<file path="config.mk">
export PLATFORM = sky130hd
export DESIGN_NAME = pdp8_io_intctl
export DESIGN_NICKNAME = d
export VERILOG_FILES = /design/src/rtl/pdp8_io_intctl.sv
export SDC_FILE = /design/constraint.sdc
export NUM_CORES = 1
export LEC_CHECK = 0
export BUFFER_PORTS_ARGS = -buffer_cell sky130_fd_sc_hd__buf_2
export CAP_MARGIN = 20
export CORE_AREA = 8 8 77 59
export CTS_CLUSTER_SIZE = 12
export DETAILED_ROUTE_END_ITERATION = 10
export DIE_AREA = 0 0 85 67
export PLACE_DENSITY = 0.79
export SYNTH_ARGS = -nofsm -noshare
export SYNTH_HDL_FRONTEND = slang
export SYNTH_SLANG_ARGS = --single-unit
export TNS_END_PERCENT = 20
</file>
<file path="constraint.sdc">
create_clock -name clk -period 2.3 [get_ports clk]
set_input_delay 0.345 -clock clk [delete_from_list [all_inputs] [get_ports clk]]
set_output_delay 0.345 -clock clk [all_outputs]
set_load 0.02 [all_outputs]
</file>
<file path="src/rtl/pdp8_io_intctl.sv">
// PDP-8 IOT bus controller: merges peripheral IOT responses, decodes device-00
// processor IOTs, and sequences the ION delay into a registered interrupt request.
module pdp8_io_intctl #(
  parameter int NDEV = 4
) (
  input  logic                 clk,
  input  logic                 reset,
  input  logic                 iot,
  input  logic [3:0]           state,
  input  logic [11:0]          mb,
  input  logic [5:0]           io_select,
  input  logic [11:0]          io_data_in,
  input  logic [NDEV-1:0]      dev_selected,
  input  logic [NDEV-1:0]      dev_skip,
  input  logic [12*NDEV-1:0]   dev_data,
  input  logic [NDEV-1:0]      dev_irq,
  input  logic                 int_ack,
  output logic                 io_selected,
  output logic [11:0]          io_data_out,
  output logic                 io_skip,
  output logic                 interrupt_req,
  output logic                 ion,
  output logic [3:0]           irq_vector,
  output logic                 bus_conflict
);

  localparam logic [3:0] F1 = 4'b0001;
  localparam logic [3:0] F3 = 4'b0011;

  typedef enum logic [1:0] {ION_OFF, ION_ARM, ION_WAIT, ION_ON} ion_t;

  ion_t            ion_st, ion_nxt;
  logic [NDEV-1:0] mask, mask_nxt, pend;
  logic [11:0]     mask_ext, slot_data;
  logic            slot_skip;
  logic            qual, dev00;
  logic [2:0]      fn;
  logic [NDEV:0]   claim;
  logic            multi_claim;
  logic            unused_mb;

  // Opcode and device-code bits of mb are already conveyed by iot and io_select.
  assign unused_mb = ^mb[11:3];

  assign qual  = (state == F1) && iot;
  assign dev00 = qual && (io_select == 6'd0);
  assign fn    = mb[2:0];
  assign pend  = dev_irq & mask;
  assign ion   = (ion_st == ION_ON);

  always_comb begin
    mask_ext = '0;
    mask_ext[NDEV-1:0] = mask;
  end

  // Walk from the top so the lowest-index claimant is the last writer.
  always_comb begin
    slot_data = '0;
    slot_skip = 1'b0;
    for (int i = NDEV-1; i >= 0; i--) begin
      if (dev_selected[i]) begin
        slot_data = dev_data[12*i +: 12];
        slot_skip = dev_skip[i];
      end
    end
  end

  always_comb begin
    irq_vector = 4'd0;
    for (int i = NDEV-1; i >= 0; i--)
      if (pend[i]) irq_vector = 4'(i);
  end

  always_comb begin
    io_data_out = io_data_in;
    io_skip     = 1'b0;
    io_selected = 1'b0;
    if (qual) begin
      io_selected = (|dev_selected) | dev00;
      if (dev00) begin
        case (fn)
          3'd0:    io_skip = ion;
          3'd3:    io_skip = |pend;
          3'd7:    io_data_out = mask_ext;
          default: ;
        endcase
      end else if (|dev_selected) begin
        io_data_out = slot_data;
        io_skip     = slot_skip;
      end
    end
  end

  always_comb begin
    ion_nxt = ion_st;
    case (ion_st)
      ION_OFF:  if (dev00 && fn == 3'd1) ion_nxt = ION_ARM;
      ION_ARM:  if (state == F3) ion_nxt = ION_WAIT;
      ION_WAIT: if (state == F3) ion_nxt = ION_ON;
      ION_ON:   if (int_ack) ion_nxt = ION_OFF;
      default:  ion_nxt = ION_OFF;
    endcase
    if (dev00 && (fn == 3'd0 || fn == 3'd2)) ion_nxt = ION_OFF;
  end

  always_comb begin
    mask_nxt = mask;
    if (dev00 && fn == 3'd6) mask_nxt = io_data_in[NDEV-1:0];
  end

  assign claim       = {dev_selected, dev00};
  assign multi_claim = |(claim & (claim - (NDEV+1)'(1)));

  // interrupt_req looks at the mask being written this edge, so LMSK takes effect at once.
  always_ff @(posedge clk or posedge reset) begin
    if (reset) begin
      ion_st        <= ION_OFF;
      mask          <= '1;
      interrupt_req <= 1'b0;
      bus_conflict  <= 1'b0;
    end else begin
      ion_st        <= ion_nxt;
      mask          <= mask_nxt;
      interrupt_req <= (ion_nxt == ION_ON) && |(dev_irq & mask_nxt) && !int_ack;
      if (qual && multi_claim) bus_conflict <= 1'b1;
    end
  end

endmodule

</file>
==> results of run 1 <==
## power by group through the flow
stage	clock [W]	combinational, W	sequential (W)
floorplan	0	0.000114	0.000144
global placement	0	0.000226	0.000144
global route	0.000192	0.000258	0.000143
finish	0.000183	0.000233	0.000143
detailed placement	0	0.000230	0.000144
CTS	0.000188	0.000234	0.000143
## cells in the final DEF, fill, tap and decap left out, types with 5 or more instances in the layout
cell type / n
o2bb2ai_1: 8
a21oi_1: 16
nor2_1: 5
a221oi_1: 13
a22oi_1: 5
nor3_1: 14
buf_4: 15
buf_2: 105
nand2_1: 11
nor2b_1: 14
## Yosys cell counts, types with 2 or more instances
library cell | instances | area (um^2)
nor2_1 | 6 | 22.5
a21oi_1 | 17 | 85.1
nand3_1 | 2 | 10.0
nor3_1 | 14 | 70.1
mux2_2 | 3 | 33.8
buf_4 | 2 | 15.0
dfrtp_1 | 4 | 100
or2_2 | 2 | 12.5
inv_1 | 3 | 11.3
or3_1 | 3 | 18.8
clkbuf_1 | 10 | 37.5
nand4b_1 | 2 | 17.5
o221ai_1 | 4 | 35.0
o31ai_1 | 2 | 15.0
a22oi_1 | 5 | 37.5
nor4_1 | 2 | 12.5
a221oi_1 | 13 | 114
nand2_1 | 11 | 41.3
o2bb2ai_1 | 8 | 70.1
dfstp_2 | 4 | 105
nor2b_1 | 14 | 87.6
## cell type report
cell class	count	area, um^2	share of cell area (%)
tap	40	50.0	2.65
multi-input combinational	129	905	47.9
clock buffer	4	45.0	2.39
sequential	8	205	10.9
timing repair buffer	123	672	35.6
inverter	3	11.3	0.596
## registers in the layout (all words and copies together), names as in the netlist
signal and count:
bus_conflict 1, interrupt_req 1, mask 4, ion_st 2
## per-stage QoR
step           cell area, um^2  power, W  TNS [ns]  setup slack, ns
5_1_grt                   1890  0.000593    -0.662          -0.0989
3_3_place_gp              1810  0.000370     -2.43           -0.237
2_1_floorplan             1160  0.000259         0           0.0162
3_5_place_dp              1810  0.000375     -2.70           -0.259
6_report                  1890  0.000558   -0.0746          -0.0588
4_1_cts                   1880  0.000564    -0.384          -0.0539
## metal layers
metal | up-vias | part of all wire, % | global-route usage (%)
met4 | 0 | 0.64 | 3.31
li1 | 828 | - | -
met5 | - | 0 | 0
met3 | 4 | 11 | 8.35
met1 | 751 | 42 | 18.2
met2 | 80 | 46 | 27.1
## timing repair
action                                  4_1_cts  5_1_grt
setup buffers                                 0        0
gates resized for setup                       6        3
endpoints found under the setup margin       13       13
## cell families (layout without fill, tap and decap cells)
family	after synthesis	after routing	synth area share (%)
compound gates	57	57	37.1
fa+ha+maj	1	1	0.871
buf+inv	16	130	5.98
flops	8	8	17.8
mux	5	5	5.11
other cells	1	2	0.326
simple gates	64	64	32.8
## path summary, 6_finish.rpt
kind / startpoint / endpoint / slack [ns] / depth (start not counted)
max reg2reg: mask[2] / interrupt_req / 1.19 / 3
min: reset / bus_conflict / 0.06 / 2
max in group asynchronous: reset / mask[1] / 1.95 / 2
max: io_select[1] / io_skip / -0.06 / 7
min reg2reg: bus_conflict / bus_conflict / 0.48 / 2
min in group clk: int_ack / ion_st[1] / 0.33 / 2
## worst max-delay path, cell delays in order
cell and delay (ns):
buf_6 0.09, or4_4 0.54, buf_6 0.14, or2_4 0.25, or3_1 0.36, a21oi_2 0.15, buf_6 0.13
==> flow_metrics.py, run 1 <==
metrics = {
    "power": {
        "sequentialPowerShare_pct": 25.5,
        "peakVddDrop_uv": 193,
        "p_int_w": 0.000380,
        "power.density_nw_per_um2": 296,
        "p_sw_w": 0.000178,
        "p_clk_share_pct": 32.7,
        "p_comb_share_pct": 41.8,
        "sw_frac_of_total_pct": 31.9,
        "leakagePower_nw": 0.912,
    },
    "final_layout": {
        "antennaDiodeCount": 0,
        "final_util_pct": 56.3,
        "fillers": 325,
        "area_growth_pct": 64.2,
        "post_layout_nonfiller_instances": 307,
        "nets": 366,
        "drive_above_1_share_pct": 54.3,
    },
    "drt": {
        "drc": 0,
        "routed_wl_um": 4880,
        "via_per_inst": 5.42,
        "vias": 1663,
        "drt_pass1_iterations": 4,
        "ant_nets": 0,
        "first_iter_violations": 78,
        "wl_per_cell_um": 15.9,
    },
    "floorplan": {
        "die_area_um2": 5700,
        "initial_utilization_pct": 34.3,
        "rows": 18,
        "die-width_um": 85,
        "io_pins": 119,
        "core_area_um2": 3360,
        "fp.dieH_um": 67,
    },
    "synthesis": {
        "syn_area_per_cell_um2": 7.56,
        "synth_edf_count": 0,
        "synth_area_um2": 1150,
        "synthCells": 152,
        "synthArstFlopShare_pct": 100,
        "yosys_warnings": 0,
        "ys_types": 42,
        "ys.flop_type": "dfstp_2",
        "yosysSeqAreaShare_pct": 17.8,
        "ys_seq_elements": 8,
    },
    "setup_path": {
        "crit_fanout": 6,
        "worstSetupPathType": "primary input to output port",
        "end_kind": "output port",
        "worstPathArrival_ns": 2.01,
        "worst_ep_required_time_ns": 1.96,
        "start_kind": "primary input",
    },
    "sta": {
        "finalClockSkew_ns": 0.00328,
        "hold_violations": 0,
        "slew_violations": 0,
        "rsz0062_at_grt": "true",
        "fin_ws_ns": -0.0588,
        "max_freq_ghz": 0.424,
        "min_period_over_period_pct": 103,
        "setup_viol": 7,
        "whs_ns": 0.0550,
        "finalCriticalPeriod_ns": 2.36,
    },
    "global_routing": {
        "track_usage_pct": 16.2,
        "grt_max_degree": 29,
        "grt_pass1_vias": 1677,
        "grt_pass1_wl_um": 7530,
        "antenna_found_initial": 0,
        "gr-total-overflow": 0,
    },
    "clock_network": {
        "cts_tree": "yes",
        "cts-buffers-inserted": 3,
        "cts_root_buf": "clkbuf_8",
        "clockBufferDepth": 2,
        "hold_buffers": 0,
        "clkSinkCount": 8,
        "path_clk_slew_ns": 0.05,
        "htreeDepth": 1,
        "clkLatencyLatePin_ns": 0.23,
    },
    "placed_design": {
        "dp_hpwl_um": 4140,
        "place.gp.congestion": 0.789,
        "dp.cells": 303,
        "port_buffers": 107,
    },
    "outcome": {
        "violations": "setup timing",
        "status": "finished, violations left",
    },
    "worst_hold_path": {
        "hp-class": "primary input to asynchronous set/reset pin",
    },
    "flow_run": {
        "cap_violations": 0,
    },
}
Power figures use the tool's default switching activity.
==> run 2: changes to the inputs <==
Settings changed: PLACE_DENSITY 0.79 to 0.9.
==> run 2 against run 1 <==
Effect of this change: the run now ends clean; sequential power barely moved; flip-flop and latch count is the same; largest power group unchanged; final area is 1.3% lower; sequential share of layout area up 0.14 points.
==> flow_metrics.py, run 2 (synthesized netlist as in run 1, its figures left out) <==
metrics = {
    "clock_network": {
        "clockBufferDepth": 2,
        "clkLatencyLatePin_ns": 0.23,
        "path_clk_slew_ns": 0.05,
        "cts_tree": "yes",
        "htreeDepth": 1,
        "clkSinkCount": 8,
        "cts_root_buf": "clkbuf_8",
        "cts-buffers-inserted": 3,
    },
    "global_routing": {
        "gr-total-overflow": 0,
        "track_usage_pct": 16.8,
        "antenna_found_initial": 0,
        "grt_pass1_vias": 1700,
        "grt_pass1_wl_um": 7850,
        "grt_max_degree": 29,
    },
    "drt": {
        "ant_nets": 0,
        "met2WireLength_um": 2430,
        "vias": 1663,
        "drt-met1-wl_um": 2130,
        "first_iter_violations": 63,
        "met3_length_um": 436,
        "via_per_inst": 5.47,
        "routed_wl_um": 5090,
        "wl_per_cell_um": 16.8,
        "drc": 0,
        "top_layer_used": "met4",
        "drt_pass1_iterations": 4,
    },
    "sta": {
        "slew_violations": 0,
        "max_freq_ghz": 0.448,
        "whs_ns": 0.0600,
        "finalClockSkew_ns": 0.00199,
        "finalCriticalPeriod_ns": 2.23,
        "min_period_over_period_pct": 97.0,
        "setup_viol": 0,
        "rsz0062_at_grt": "false",
        "hold_violations": 0,
    },
    "power": {
        "power.total_w": 0.000561,
        "p_sw_w": 0.000183,
        "leakagePower_nw": 0.901,
        "sequentialPowerShare_pct": 25.4,
        "power.density_nw_per_um2": 301,
        "peakVddDrop_uv": 220,
        "sw_frac_of_total_pct": 32.6,
        "p_comb_share_pct": 41.7,
        "p_clk_share_pct": 32.9,
        "p_int_w": 0.000378,
    },
    "floorplan": {
        "die-width_um": 85,
        "fp.dieH_um": 67,
        "initial_utilization_pct": 34.3,
        "rows": 18,
        "die_area_um2": 5700,
        "io_pins": 119,
        "core_area_um2": 3360,
    },
    "outcome": {
        "status": "finished clean",
    },
    "setup_path": {
        "worst_path_max_delay_cell": "or4_4",
        "crit_chain": "buf_2 -> or4_4 -> or2_4 -> or3_1 -> a21oi_2 -> buf_4",
        "worst_path_largest_cell_delay_ns": 0.54,
        "worstSetupPathType": "primary input to output port",
        "worst_ep_required_time_ns": 1.96,
        "end_kind": "output port",
        "crit_fanout": 5,
        "worstPathArrival_ns": 1.89,
        "r2r_cells": 4,
        "start_kind": "primary input",
    },
    "final_layout": {
        "area_growth_pct": 62.1,
        "largestRegisters": "mask: 4 flops, ion_st: 2 flops",
        "drive_above_1_share_pct": 53.8,
        "post_layout_nonfiller_instances": 304,
        "largest_register_ffs": 4,
        "multi_input_area_um2": 905,
        "layout_common_cells": "106 x buf_2, 16 x a21oi_1, 14 x nor3_1, 14 x nor2b_1",
        "antennaDiodeCount": 0,
        "nets": 363,
        "final_area_um2": 1860,
        "final_common_cell": "buf_2",
        "fillers": 326,
        "largest-register": "mask",
        "seqCellArea_um2": 205,
        "final_util_pct": 55.6,
    },
    "placed_design": {
        "dp_hpwl_um": 4280,
        "dp.cells": 300,
        "place.gp.congestion": 0.864,
        "dpl_cell_area_um2": 1800,
        "port_buffers": 107,
    },
    "flow_run": {
        "cap_violations": 0,
    },
    "worst_hold_path": {
        "hp-class": "primary input to asynchronous set/reset pin",
    },
}
-- run 2: cell count changes in the layout (fill, tap and decap cells not counted), sizes merged --
cell / before / now
buf: 123 / 120
-- run 2: repair_timing --
item                       in CTS  in global routing
gates cloned                    0                  0
pin swaps                       0                  0
resized for setup               2                  4
hold buffers                    0                  0
setup endpoints to repair       9                 13
buffers inserted                0                  0
-- run 2: critical path: cells and delay by family --
family,cells,cell delay (ns)
buffers and inverters,2,0.25
and+or+nand+nor,3,1.17
AOI/OAI and AO/OA,1,0.12
-- run 2: metrics by stage --
step / setup WS [ns] / setup TNS [ns]
2_1_floorplan: 0.0162 / 0
3_3_place_gp: -0.121 / -1.04
3_5_place_dp: -0.180 / -1.26
4_1_cts: -0.0148 / -0.0265
5_1_grt: 0.00121 / 0
6_report: 0.0680 / 0
-- run 2: layer usage --
layer / vias up / GRT usage (%)
met5: - / 0
met4: 0 / 6.84
met3: 9 / 5.65
met2: 71 / 28.1
met1: 760 / 19.5
li1: 823 / -
-- run 2: cell type report --
type	count	area share, %
timing repair buffer	120	34.8
inverter	3	0.604
sequential	8	11.0
tap	40	2.68
clock buffer	4	2.42
multi-input combinational	129	48.5
-- run 2: final timing paths --
path	to	startpoint	slack (ns)
worst max-delay path	io_skip	io_select[1]	0.07
worst min-delay path	interrupt_req	reset	0.06
worst max register to register	ion_st[0]	ion_st[0]	1.18
worst min register to register	bus_conflict	bus_conflict	0.48
max in group asynchronous	mask[1]	reset	1.94
min in group clk	ion_st[1]	int_ack	0.32
-- run 2: power groups by stage --
stage	Combinational, W	Clock (W)	Sequential (W)
2_1_floorplan	0.000114	0	0.000144
3_3_place_gp	0.000225	0	0.000144
3_5_place_dp	0.000232	0	0.000144
4_1_cts	0.000233	0.000189	0.000143
5_1_grt	0.000258	0.000196	0.000142
6_report	0.000234	0.000184	0.000143
